File: config.mk
export PLATFORM = sky130hd
export DESIGN_NAME = sblk_shift_pipe
export DESIGN_NICKNAME = d
export VERILOG_FILES = /design/src/rtl/sblk_shift_pipe.sv
export SDC_FILE = /design/constraint.sdc
export NUM_CORES = 1
export LEC_CHECK = 0
export ABC_CLOCK_PERIOD_IN_PS = 3300
export CORE_AREA = 2 2 39 41
export CTS_CLUSTER_DIAMETER = 80
export DETAILED_ROUTE_END_ITERATION = 10
export DIE_AREA = 0 0 41 43
export GPL_ROUTABILITY_DRIVEN = 1
export PLACE_DENSITY = 0.53
export SLEW_MARGIN = 10
export SYNTH_ARGS = -nofsm -noshare
export SYNTH_HDL_FRONTEND = slang
export SYNTH_SLANG_ARGS = --single-unit
File: constraint.sdc
create_clock -name clk -period 3.3 [get_ports clk]
set_input_delay 0.495 -clock clk [delete_from_list [all_inputs] [get_ports clk]]
set_output_delay 0.495 -clock clk [all_outputs]
set_load 0.01 [all_outputs]
File: src/rtl/sblk_shift_pipe.sv
`default_nettype none
// ============================================================================
//  Module      : sblk_shift_pipe
//  Description : DEPTH-stage, WIDTH-bit register pipeline with parallel load,
//                rotate, pairwise swap and hold modes. It tracks how many
//                valid entries have been shifted or loaded in, and raises a
//                full flag when every stage holds one.
//  Revision    : 1.0 - initial release
// ============================================================================
module sblk_shift_pipe #(
    parameter int WIDTH = 1,
    parameter int DEPTH = 2
) (
    input  logic                         clk,
    input  logic                         rst,
    input  logic                         en,
    input  logic [1:0]                   mode,
    input  logic                         load,
    input  logic [WIDTH*DEPTH-1:0]       load_data,
    input  logic [WIDTH-1:0]             din,
    output logic [WIDTH-1:0]             dout,
    output logic [WIDTH*DEPTH-1:0]       stages,
    output logic [$clog2(DEPTH+1)-1:0]   fill_cnt,
    output logic                         full
);

    localparam int                 c_CNT_W      = $clog2(DEPTH + 1);
    localparam logic [c_CNT_W-1:0] c_FILL_MAX   = c_CNT_W'(DEPTH);
    localparam logic [c_CNT_W-1:0] c_FILL_ONE   = c_CNT_W'(1);

    localparam logic [1:0] c_MODE_SHIFT  = 2'b00;
    localparam logic [1:0] c_MODE_ROTATE = 2'b01;
    localparam logic [1:0] c_MODE_SWAP   = 2'b10;

    // Current value of every stage, stage k in element k.
    logic [DEPTH-1:0][WIDTH-1:0] w_stage;
    logic [c_CNT_W-1:0]          r_fill;
    logic [c_CNT_W-1:0]          w_fill_next;

    for (genvar k = 0; k < DEPTH; k++) begin : g_stage
        logic [WIDTH-1:0] r_q;
        logic [WIDTH-1:0] w_d;
        logic [WIDTH-1:0] w_shift_src;
        logic [WIDTH-1:0] w_rot_src;
        logic [WIDTH-1:0] w_swap_src;

        // Stage 0 takes the serial input on shift and the tail on rotate;
        // every other stage takes its predecessor in both modes.
        if (k == 0) begin : g_head
            assign w_shift_src = din;
            assign w_rot_src   = w_stage[DEPTH-1];
        end else begin : g_body
            assign w_shift_src = w_stage[k-1];
            assign w_rot_src   = w_stage[k-1];
        end

        // Even stage pairs with the next one, odd stage with the previous;
        // an unpaired last stage (odd DEPTH) keeps its own value.
        if ((k % 2 == 0) && (k + 1 < DEPTH)) begin : g_swap_lo
            assign w_swap_src = w_stage[k+1];
        end else if (k % 2 == 1) begin : g_swap_hi
            assign w_swap_src = w_stage[k-1];
        end else begin : g_swap_tail
            assign w_swap_src = r_q;
        end

        // Next value: load wins over en; HOLD and idle keep the stage.
        always_comb begin
            w_d = r_q;
            if (load) begin
                w_d = load_data[k*WIDTH +: WIDTH];
            end else if (en) begin
                case (mode)
                    c_MODE_SHIFT:  w_d = w_shift_src;
                    c_MODE_ROTATE: w_d = w_rot_src;
                    c_MODE_SWAP:   w_d = w_swap_src;
                    default:       w_d = r_q;
                endcase
            end
        end

        // Stage register; all stages update on the same edge from old values.
        always_ff @(posedge clk or posedge rst) begin
            if (rst) begin
                r_q <= '0;
            end else begin
                r_q <= w_d;
            end
        end

        assign w_stage[k] = r_q;
    end

    // Fill count: jumps to DEPTH on load, counts up on enabled shifts.
    always_comb begin
        w_fill_next = r_fill;
        if (load) begin
            w_fill_next = c_FILL_MAX;
        end else if (en && (mode == c_MODE_SHIFT) && (r_fill != c_FILL_MAX)) begin
            w_fill_next = r_fill + c_FILL_ONE;
        end
    end

    // Fill count register; only reset ever brings it back down.
    always_ff @(posedge clk or posedge rst) begin
        if (rst) begin
            r_fill <= '0;
        end else begin
            r_fill <= w_fill_next;
        end
    end

    assign stages   = w_stage;
    assign dout     = w_stage[DEPTH-1];
    assign fill_cnt = r_fill;
    assign full     = (r_fill == c_FILL_MAX);

endmodule
`default_nettype wire

==> results of run 1 <==
## placed cells by master, fill, tap and decap left out
master / count
nand2b_1: 1
nand2_1: 1
nor3b_1: 1
a21oi_1: 1
clkdlybuf4s50_1: 14
xnor2_1: 1
nor2_1: 2
clkbuf_4: 3
nand3b_1: 1
nor2b_1: 1
ha_1: 3
dfrtp_1: 4
inv_1: 5
mux2i_1: 1
o21ai_0: 3
a211o_1: 1
a22o_1: 1
## worst min-delay path by stage
stage | from | to | slack [ns]
floorplan | rst | dout | 0.26
global placement | fill_cnt[1] | fill_cnt[1] | 0.51
detailed placement | fill_cnt[1] | fill_cnt[1] | 0.51
CTS | rst | g_stage[0].r_q | 0.44
global route | rst | fill_cnt[0] | 0.47
finish | rst | g_stage[0].r_q | 0.45
## final cells by class
class,instances,share of cell area
multi-input cells,18,0.305
repair buffers,14,0.323
clock buffers,3,0.0519
flip-flops and latches,4,0.231
inverters,5,0.0432
well taps,16,0.0461
## sequential cells by signal, indices dropped and copies added, names as in the netlist
signal and count:
fill_cnt 2, dout 1, g_stage.r_q 1
## Yosys cell counts
master | n | area [µm²]
nor2_1 | 2 | 7.51
xnor2_1 | 1 | 8.76
nor3b_1 | 1 | 7.51
inv_1 | 5 | 18.8
nand3b_1 | 1 | 7.51
dfrtp_1 | 4 | 100
nand2_1 | 1 | 3.75
a22o_1 | 1 | 8.76
o21ai_0 | 3 | 15.0
mux2i_1 | 1 | 10.0
ha_1 | 3 | 37.5
a21oi_1 | 1 | 5.00
nand2b_1 | 1 | 6.26
a211o_1 | 1 | 8.76
buf_4 | 2 | 15.0
nor2b_1 | 1 | 6.26
## worst max-delay path: cells and delay by family (launching register included)
kind | cells | cell delay, ns
fa+ha+maj | 1 | 0.16
buf+inv | 2 | 0.63
flops | 1 | 0.37
## kinds of logic after synthesis
family	after synthesis	share of synthesized area
simple gates	7	0.146
fa+ha+maj	3	0.141
compound gates	6	0.141
xor+xnor	1	0.0329
flops	4	0.376
mux	1	0.0376
buf+inv	7	0.127
## power groups by stage
stage,clock network (µW),logic (µW),registers [µW]
3_5_place_dp,0,32.8,55.3
5_1_grt,66.6,36.5,54.9
4_1_cts,62.5,33.0,54.7
2_1_floorplan,0,15.3,55.4
6_report,59.4,32.5,54.5
3_3_place_gp,0,33.0,55.2
## per-stage QoR
| step | util | setup slack [ns] |
|---|---|---|
| after floorplan | - | 1.95 |
| after global placement | 0.297 | 1.39 |
| after detailed placement | 0.297 | 1.39 |
| after CTS | 0.314 | 1.40 |
| after global routing | 0.314 | 1.33 |
| final | 0.314 | 1.42 |
## per-layer routing
layer | track usage | up-vias
met2 | 0.0875 | 12
met1 | 0.105 | 99
met5 | 0 | -
met3 | 0.0733 | 0
met4 | 0.0400 | 0
li1 | - | 124
==> flow_summary_export.csv, run 1 <==
group,metric,value,unit
power,seq_power_share,0.372,
power,powerDensity,337,nW/µm²
timing,finalCritPeriodShare,0.571,
worst_setup_path,end_kind,"output port",
power,p_leak,0.000195,µW
clock_network,cts_hold_buf,0,
drt,avgRoutedWirePerCell,8.75,µm
grt,groute.usage.overall,0.0807,
clock_network,cts_made_buffers,3,
final_layout,num_antenna_cells,0,
worst_setup_path,reg2reg_from,"fill_cnt[0]",
power,peakVddDrop,213,µV
drt,postRouteAntennaNets,0,
grt,grt_pass1_vias,225,
outcome,outcome,"finished clean",
placed_design,placed_area,412,µm²
final_layout,drive_gt1_frac,0.0682,
worst_setup_path,critPathMaxFanout,2,
final_layout,n_fill_cell,161,
timing,fin_setup_tns,0,ns
final_layout,regArea,100,µm²
grt,gr-total-overflow,0,
worst_setup_path,r2r_slack,2.06,ns
worst_setup_path,worst_r2r_path_depth,4,
timing,hold_ws,0.449,ns
timing,rsz0062_at_grt,"no",
clock_network,postCtsSetupRepairBufs,0,
clock_network,clk_latency,0.23,ns
floorplan,start_util,0.193,
clock_network,cts_tree,"built",
worst_setup_path,timing.rr.end,"fill_cnt[1]",
clock_network,clock-root-buffer,"clkbuf_4",
grt,antenna_found_initial,0,
worst_setup_path,crit_path_end,"full",
drt,dr_wl_met2,212,µm
drt,wl_met3,64,µm
floorplan,die_w,41,µm
final_layout,final_cells,60,
worst_setup_path,arrival,1.39,ns
final_layout,multi_input_area,133,µm²
clock_network,htreeDepth,1,
worst_setup_path,crit_chain,"inv_1 > ha_1 > clkdlybuf4s50_1",
worst_setup_path,crit_required,2.80,ns
power,p_sw_frac,0.224,
power,p_clk_frac,0.406,
yosys,synth_area_per_cell,9.19,µm²
yosys,ys_seq_elements,4,
worst_setup_path,slowest_stage,"clkdlybuf4s50_1",
grt,grt_start_max_net_pins,7,
clock_network,clk_pin_slew_worst_paths,0.04,ns
timing,final_hold_viol_count,0,
final_layout,finalInstanceArea,434,µm²
timing,timing.fmax,531,MHz
timing,finalSetupViolCount,0,
floorplan,io_pins,15,
drt,top_layer,"met3",
yosys,synth_cells,29,
clock_network,cts-resized-gates,0,
drt,drt-initial-drc-count,3,
floorplan,fp-row-count,14,
worst_setup_path,crit_path_max_incr_delay,0.54,ns
floorplan,die-area,1760,µm²
clock_network,ctsLongestPathBuffers,2,
hold_path,min_path_type,"primary input to asynchronous set/reset pin",
worst_setup_path,worstSetupPathType,"register to output port",
yosys,synth.distinct_cells,16,
power,pwr-share-comb,0.222,
placed_design,dpl.hpwl,415,µm
placed_design,gp_congestion,0.682,
drt,via_per_inst,3.92,
drt,dr.pass1.iters,2,
yosys,synth_seq_area_share,0.376,
flow_run,maxCapViolCount,0,
clock_network,clock_sinks,4,
floorplan,core_area,1380,µm²
placed_design,post-place-cells,57,
final_layout,syn_to_final_growth,62.9,%
drt,drc,0,
timing,drv_slew,0,
timing,maxSlewHeadroom,0.869,
placed_design,io_buffers,14,
power,finalPower,146,µW
timing,fin_crit,1.88,ns
grt,grt_pass1_wl,897,µm
drt,via_count,235,
yosys,syn_nets,41,
drt,wl_met1,248,µm
power,switchingPower,32.8,µW
power,internal_power,114,µW
worst_setup_path,cp-start-kind,"register",
drt,routed_wl,525,µm
timing,tightest_slew,0.195,ns
worst_setup_path,crit_start,"fill_cnt[0]",
yosys,synth_warnings,0,
yosys,synth_area,267,µm²
timing,finClkSkew,0.0000663,ns
final_layout,fin_nets,58,
floorplan,die_y,43,µm
Power figures use the tool's default switching activity.
==> inputs of run 2 (changes only) <==
- ABC_CLOCK_PERIOD_IN_PS: 3300 -> 1700
- PLACE_DENSITY: 0.53 -> 0.55
- clock period: 3.3 -> 1.7 ns (I/O delays scaled with it)
==> flow_summary_export.csv, run 2 (same netlist as run 1, synthesis figures left out) <==
group,metric,value,unit
outcome,outcome,"finished clean",
worst_setup_path,crit_start,"mode[0]",
final_layout,mostFrequentLayoutCell,"clkdlybuf4s50_1",
worst_setup_path,crit_path_end,"g_stage[0].r_q",
hold_path,min_path_type,"primary input to asynchronous set/reset pin",
floorplan,core_area,1380,µm²
worst_setup_path,end_kind,"register",
placed_design,io_buffers,14,
floorplan,start_util,0.193,
worst_setup_path,critPathTopFamily,"buffers and inverters",
placed_design,dpl.hpwl,417,µm
floorplan,fp-row-count,14,
worst_setup_path,r2r_slack,0.44,ns
power,seq_power_share,0.370,
worst_setup_path,reg2reg_from,"fill_cnt[0]",
drt,via_per_inst,3.92,
final_layout,finalInstanceArea,437,µm²
floorplan,die-area,1760,µm²
drt,drc,0,
clock_network,clk_latency,0.23,ns
drt,dr.pass1.iters,2,
drt,drt-initial-drc-count,2,
final_layout,num_antenna_cells,0,
grt,grt_pass1_wl,862,µm
timing,finalCritPeriodShare,0.833,
grt,grt_start_max_net_pins,7,
worst_setup_path,cp_num_cells,6,
worst_setup_path,crit_chain,"clkdlybuf4s50_1 > inv_1 > ha_1 > nor3b_1 > o21ai_0 > a22o_1",
timing,finClkSkew,0.0000253,ns
final_layout,largest_register_ffs,2,
drt,avgRoutedWirePerCell,8.85,µm
power,internal_power,221,µW
power,p_leak,0.000194,µW
timing,drv_slew,0,
placed_design,gp_congestion,0.665,
power,p_clk_frac,0.410,
flow_run,maxCapViolCount,0,
floorplan,die_w,41,µm
final_layout,multi_input_area,133,µm²
power,pwr-share-comb,0.220,
timing,finalSetupViolCount,0,
floorplan,io_pins,15,
worst_setup_path,crit_required,1.82,ns
drt,routed_wl,531,µm
timing,fin_setup_tns,0,ns
power,p_sw_frac,0.228,
clock_network,cts_made_buffers,3,
clock_network,clock-root-buffer,"clkbuf_4",
worst_setup_path,cp-start-kind,"primary input",
power,switchingPower,65.1,µW
worst_setup_path,cp.buffers_inverters,2,
worst_setup_path,slowest_stage,"clkdlybuf4s50_1",
worst_setup_path,arrival,1.54,ns
timing,tightest_slew,0.196,ns
final_layout,n_fill_cell,150,
timing,hold_ws,0.205,ns
final_layout,syn_to_final_growth,63.8,%
worst_setup_path,critPathMaxFanout,3,
timing,timing.fmax,706,MHz
clock_network,cts_tree,"built",
power,peakVddDrop,360,µV
worst_setup_path,worstSetupPathType,"primary input to register",
drt,via_count,235,
clock_network,postCtsSetupRepairBufs,0,
clock_network,htreeDepth,1,
final_layout,regArea,100,µm²
floorplan,die_y,43,µm
grt,antenna_found_initial,0,
final_layout,drive_gt1_frac,0.0682,
grt,groute.usage.overall,0.0757,
clock_network,clock_sinks,4,
grt,gr-total-overflow,0,
grt,grt_pass1_vias,222,
timing,final_hold_viol_count,0,
clock_network,ctsLongestPathBuffers,2,
placed_design,placed_area,412,µm²
timing,fin_crit,1.42,ns
final_layout,fin_nets,58,
worst_setup_path,timing.rr.end,"fill_cnt[1]",
worst_setup_path,crit_path_max_incr_delay,0.48,ns
worst_setup_path,worst_r2r_path_depth,4,
power,powerDensity,654,nW/µm²
clock_network,cts_hold_buf,0,
drt,postRouteAntennaNets,0,
clock_network,cts-resized-gates,0,
timing,rsz0062_at_grt,"no",
timing,maxSlewHeadroom,0.869,
clock_network,clk_pin_slew_worst_paths,0.04,ns
final_layout,layout_common_cells,"13 x clkdlybuf4s50_1, 5 x inv_1, 4 x dfrtp_1",
==> run 2: cell count changes in the layout (fill, tap and decap cells not counted), sizes merged <==
| cell | delta |
|---|---|
| clkdlybuf4s50 | -1 |
| dlymetal6s2s | +1 |
==> run 2: per-stage QoR <==
| step | power, µW | util | instances | setup WS, ns |
|---|---|---|---|---|
| floorplan | 137 | - | 29 | 0.390 |
| global placement | 171 | 0.297 | 57 | 0.0302 |
| detailed placement | 171 | 0.297 | 57 | 0.0315 |
| CTS | 293 | 0.314 | 60 | 0.0199 |
| global route | 305 | 0.316 | 60 | 0.209 |
| finish | 286 | 0.316 | 60 | 0.283 |
==> run 2: per-layer routing <==
| layer | GRT usage | routed length (µm) | vias to the layer above |
|---|---|---|---|
| met5 | 0 | 0 | - |
| met1 | 0.101 | 250 | 99 |
| li1 | - | - | 124 |
| met4 | 0.0200 | 0 | 0 |
| met3 | 0.0628 | 62 | 0 |
| met2 | 0.0906 | 219 | 12 |
==> run 2: cell type report <==
cell class	instances	area share
Timing Repair Buffer	14	0.327
Multi-Input combinational cell	18	0.304
Sequential cell	4	0.229
Clock buffer	3	0.0516
Tap cell	16	0.0458
Inverter	5	0.0430
==> run 2: worst min path at each step <==
stage | start | to | slack [ns] | cells after the start
2_1_floorplan | rst | dout | 0.02 | 1
3_3_place_gp | rst | fill_cnt[1] | 0.45 | 2
3_5_place_dp | rst | fill_cnt[1] | 0.46 | 2
4_1_cts | rst | dout | 0.21 | 2
5_1_grt | rst | fill_cnt[0] | 0.22 | 2
6_report | rst | g_stage[0].r_q | 0.20 | 2
==> run 2: power by group through the flow <==
| stage | Combinational [µW] | Clock [µW] | Sequential (µW) |
|---|---|---|---|
| floorplan | 29.7 | 0 | 107 |
| global placement | 63.9 | 0 | 107 |
| detailed placement | 63.4 | 0 | 107 |
| CTS | 63.9 | 123 | 106 |
| global route | 70.3 | 128 | 106 |
| finish | 62.9 | 117 | 106 |
==> RTL change (flow settings as in run 2) <==
Put one more register stage on the output `fill_cnt`, without a reset. The value now appears one clock later. The other outputs are not delayed to match.
--- a/src/rtl/sblk_shift_pipe.sv
+++ b/src/rtl/sblk_shift_pipe.sv
@@ -112,7 +112,9 @@
 
     assign stages   = w_stage;
     assign dout     = w_stage[DEPTH-1];
-    assign fill_cnt = r_fill;
+    always_ff @(posedge clk) begin
+        fill_cnt <= r_fill;
+    end
     assign full     = (r_fill == c_FILL_MAX);
 
 endmodule
Check against the original RTL: not equivalent (a bounded check fails within 4 cycles, from zero or initial values and one cycle with rst high).
==> RTL change against run 2 <==
Synthesized area grew 20%. Routed wire length up 12%. Worst setup slack lost 36 ps. Sequential cell count increased by 2. Clock skew is 1.7 ps higher. Total power grew 26%. Cell area grew 13%. First-iteration DRC count fell by 50%. Highest routed layer is now met4.
==> RTL change: results (changes against run 2) <==
- Final worst hold slack: 194 ps (was 205 ps)
- WP data arrival: 1200 ps (was 1540 ps)
- Detailed Place HPWL: 487 µm (was 417 µm)
- CP max stage cell: clkdlybuf4s50_1 (unchanged)
- Syn Nets: 42 (was 41)
- R2R setup slack: 460 ps (was 440 ps)
- Num CTS Buffers: 3 (unchanged)
- Switch Pwr: 80.4 µW (was 65.1 µW)
- Post-synth ARST share: 66.7% (was 100%)
- LEAKAGE: 0.000216 µW (was 0.000194 µW)
- Total Neg Setup Slack: 0 ps (unchanged)
- Clock-pin slew on the worst setup and hold paths: 40 ps (about the same)
- Placer Congestion: 0.668 (was 0.665)
- Post-Place Cell Area: 464 µm² (was 412 µm²)
- VDD IR max: 0.244 mV (was 0.360 mV)
- Routed via count: 248 (was 235)
- Reg2reg end: r_fill[1] (was fill_cnt[1])
- Regs by FF count: fill_cnt x2, r_fill x2
- R2r worst-path depth: 4 (unchanged)
- Final #Nets: 59 (was 58)
- CTS H-tree lvls: 1 (unchanged)
- Port bufs: 14 (unchanged)
- Initial DRT Pass Iterations: 2 (unchanged)
- Post-synth top flop: dfrtp_1 (unchanged)
- Clock Skew: 1.70 ps (was 0.0253 ps)
- Yosys warns: 0 (unchanged)
- DR iter-0 viols: 1 (was 2)
- GR Overflow Total: 0 (unchanged)
- Yosys cell types: 16 (unchanged)
- Reg2reg start: r_fill[0] (was fill_cnt[0])
- Vias in the first global route: 264 (was 222)
- Share of cells above drive strength 1: 10.9% (was 6.82%)
- DR WL/cell: 9.58 µm (was 8.85 µm)
- Seq/Total Area, Yosys: 43.9% (was 37.6%)
- Top post-synthesis cells by area: dfrtp_1 31%, dfxtp_1 13%, ha_1 12%, o41ai_2 5.1%, buf_4 4.7% (was dfrtp_1 38%, ha_1 14%, inv_1 7.0%, o21ai_0 5.6%, buf_4 5.6%)
- Run status: finished clean (unchanged)
- CP max FO: 4 (was 3)
- CP peak stage delay: 560 ps (was 480 ps)
- Relative slew slack: 82.3% (was 86.9%)
- Root buffer cell: clkbuf_4 (unchanged)
- ANT cells: 0 (unchanged)
- Worst Hold Class: in -> async (unchanged)
- Largest net degree at the start of global routing: 7 (unchanged)
- Antenna violations before repair: 0 (unchanged)
- First-pass GRT wire length: 1070 µm (was 862 µm)
- Resize count post-CTS: 0 (unchanged)
- Max clock buf depth: 2 (unchanged)
- Top Family by Delay on Critical Path: buffers and inverters (unchanged)
- Total GRT Usage: 9.26% (was 7.57%)
- Synth cell count leaders: 4 x dfrtp_1, 4 x inv_1, 3 x ha_1, 3 x nor2_1 (was 5 x inv_1, 4 x dfrtp_1, 3 x ha_1, 3 x o21ai_0)
- Post-CTS setup buffer count: 0 (unchanged)
- Clk_lat worst skew: 240 ps
[RTL change: power groups by stage]
| stage | sequential, µW | combinational [µW] | clock (µW) |
|---|---|---|---|
| finish | 155 | 66.6 | 139 |
| global route | 155 | 73.4 | 163 |
| CTS | 155 | 67.7 | 148 |
| detailed placement | 157 | 67.3 | 0 |
| global placement | 156 | 67.5 | 0 |
| floorplan | 156 | 32.8 | 0 |
[RTL change: routing by layer]
metal / part of all wire (%) / GRT usage (%)
met4: 2.4 / 8.00
met5: 0 / 0
met2: 46 / 12.5
met1: 46 / 11.0
met3: 5.7 / 3.14
[RTL change: through the flow]
step / util (%) / worst slack [ps] / std cells
final: 35.6 / 247 / 62
after global routing: 35.6 / 162 / 62
after CTS: 35.4 / 9.22 / 62
after detailed placement: 33.5 / 7.52 / 58
after global placement: 33.5 / 12.2 / 58
after floorplan: - / 471 / 30
[RTL change: worst max path at each step]
stage                               from              to  slack [ps]  cells past startpoint
after floorplan                r_fill[0]       r_fill[1]         470                      4
after global placement           mode[0]  g_stage[0].r_q          10                      6
after detailed placement         mode[0]  g_stage[0].r_q           8                      6
after CTS                      r_fill[0]            full           9                      3
after global routing             mode[0]  g_stage[0].r_q         160                      6
final                     g_stage[0].r_q       stages[0]         250                      1
[RTL change: cell families after synthesis]
group	synth area share (%)
muxes	3.14
DFF	43.9
adders and majority gates	11.8
and+or+nand+nor	17.3
AOI/OAI and AO/OA	11.8
xor gates and xnor gates	2.75
buffers and inverters	9.41
[RTL change: layout make-up]
class | count | area, µm²
Clock buffer | 4 | 26.3
Sequential cell | 6 | 140
Tap cell | 16 | 20.0
Timing Repair Buffer | 14 | 143
Fill cell | 145 | 891
Inverter | 4 | 15.0
Multi-Input combinational cell | 18 | 149
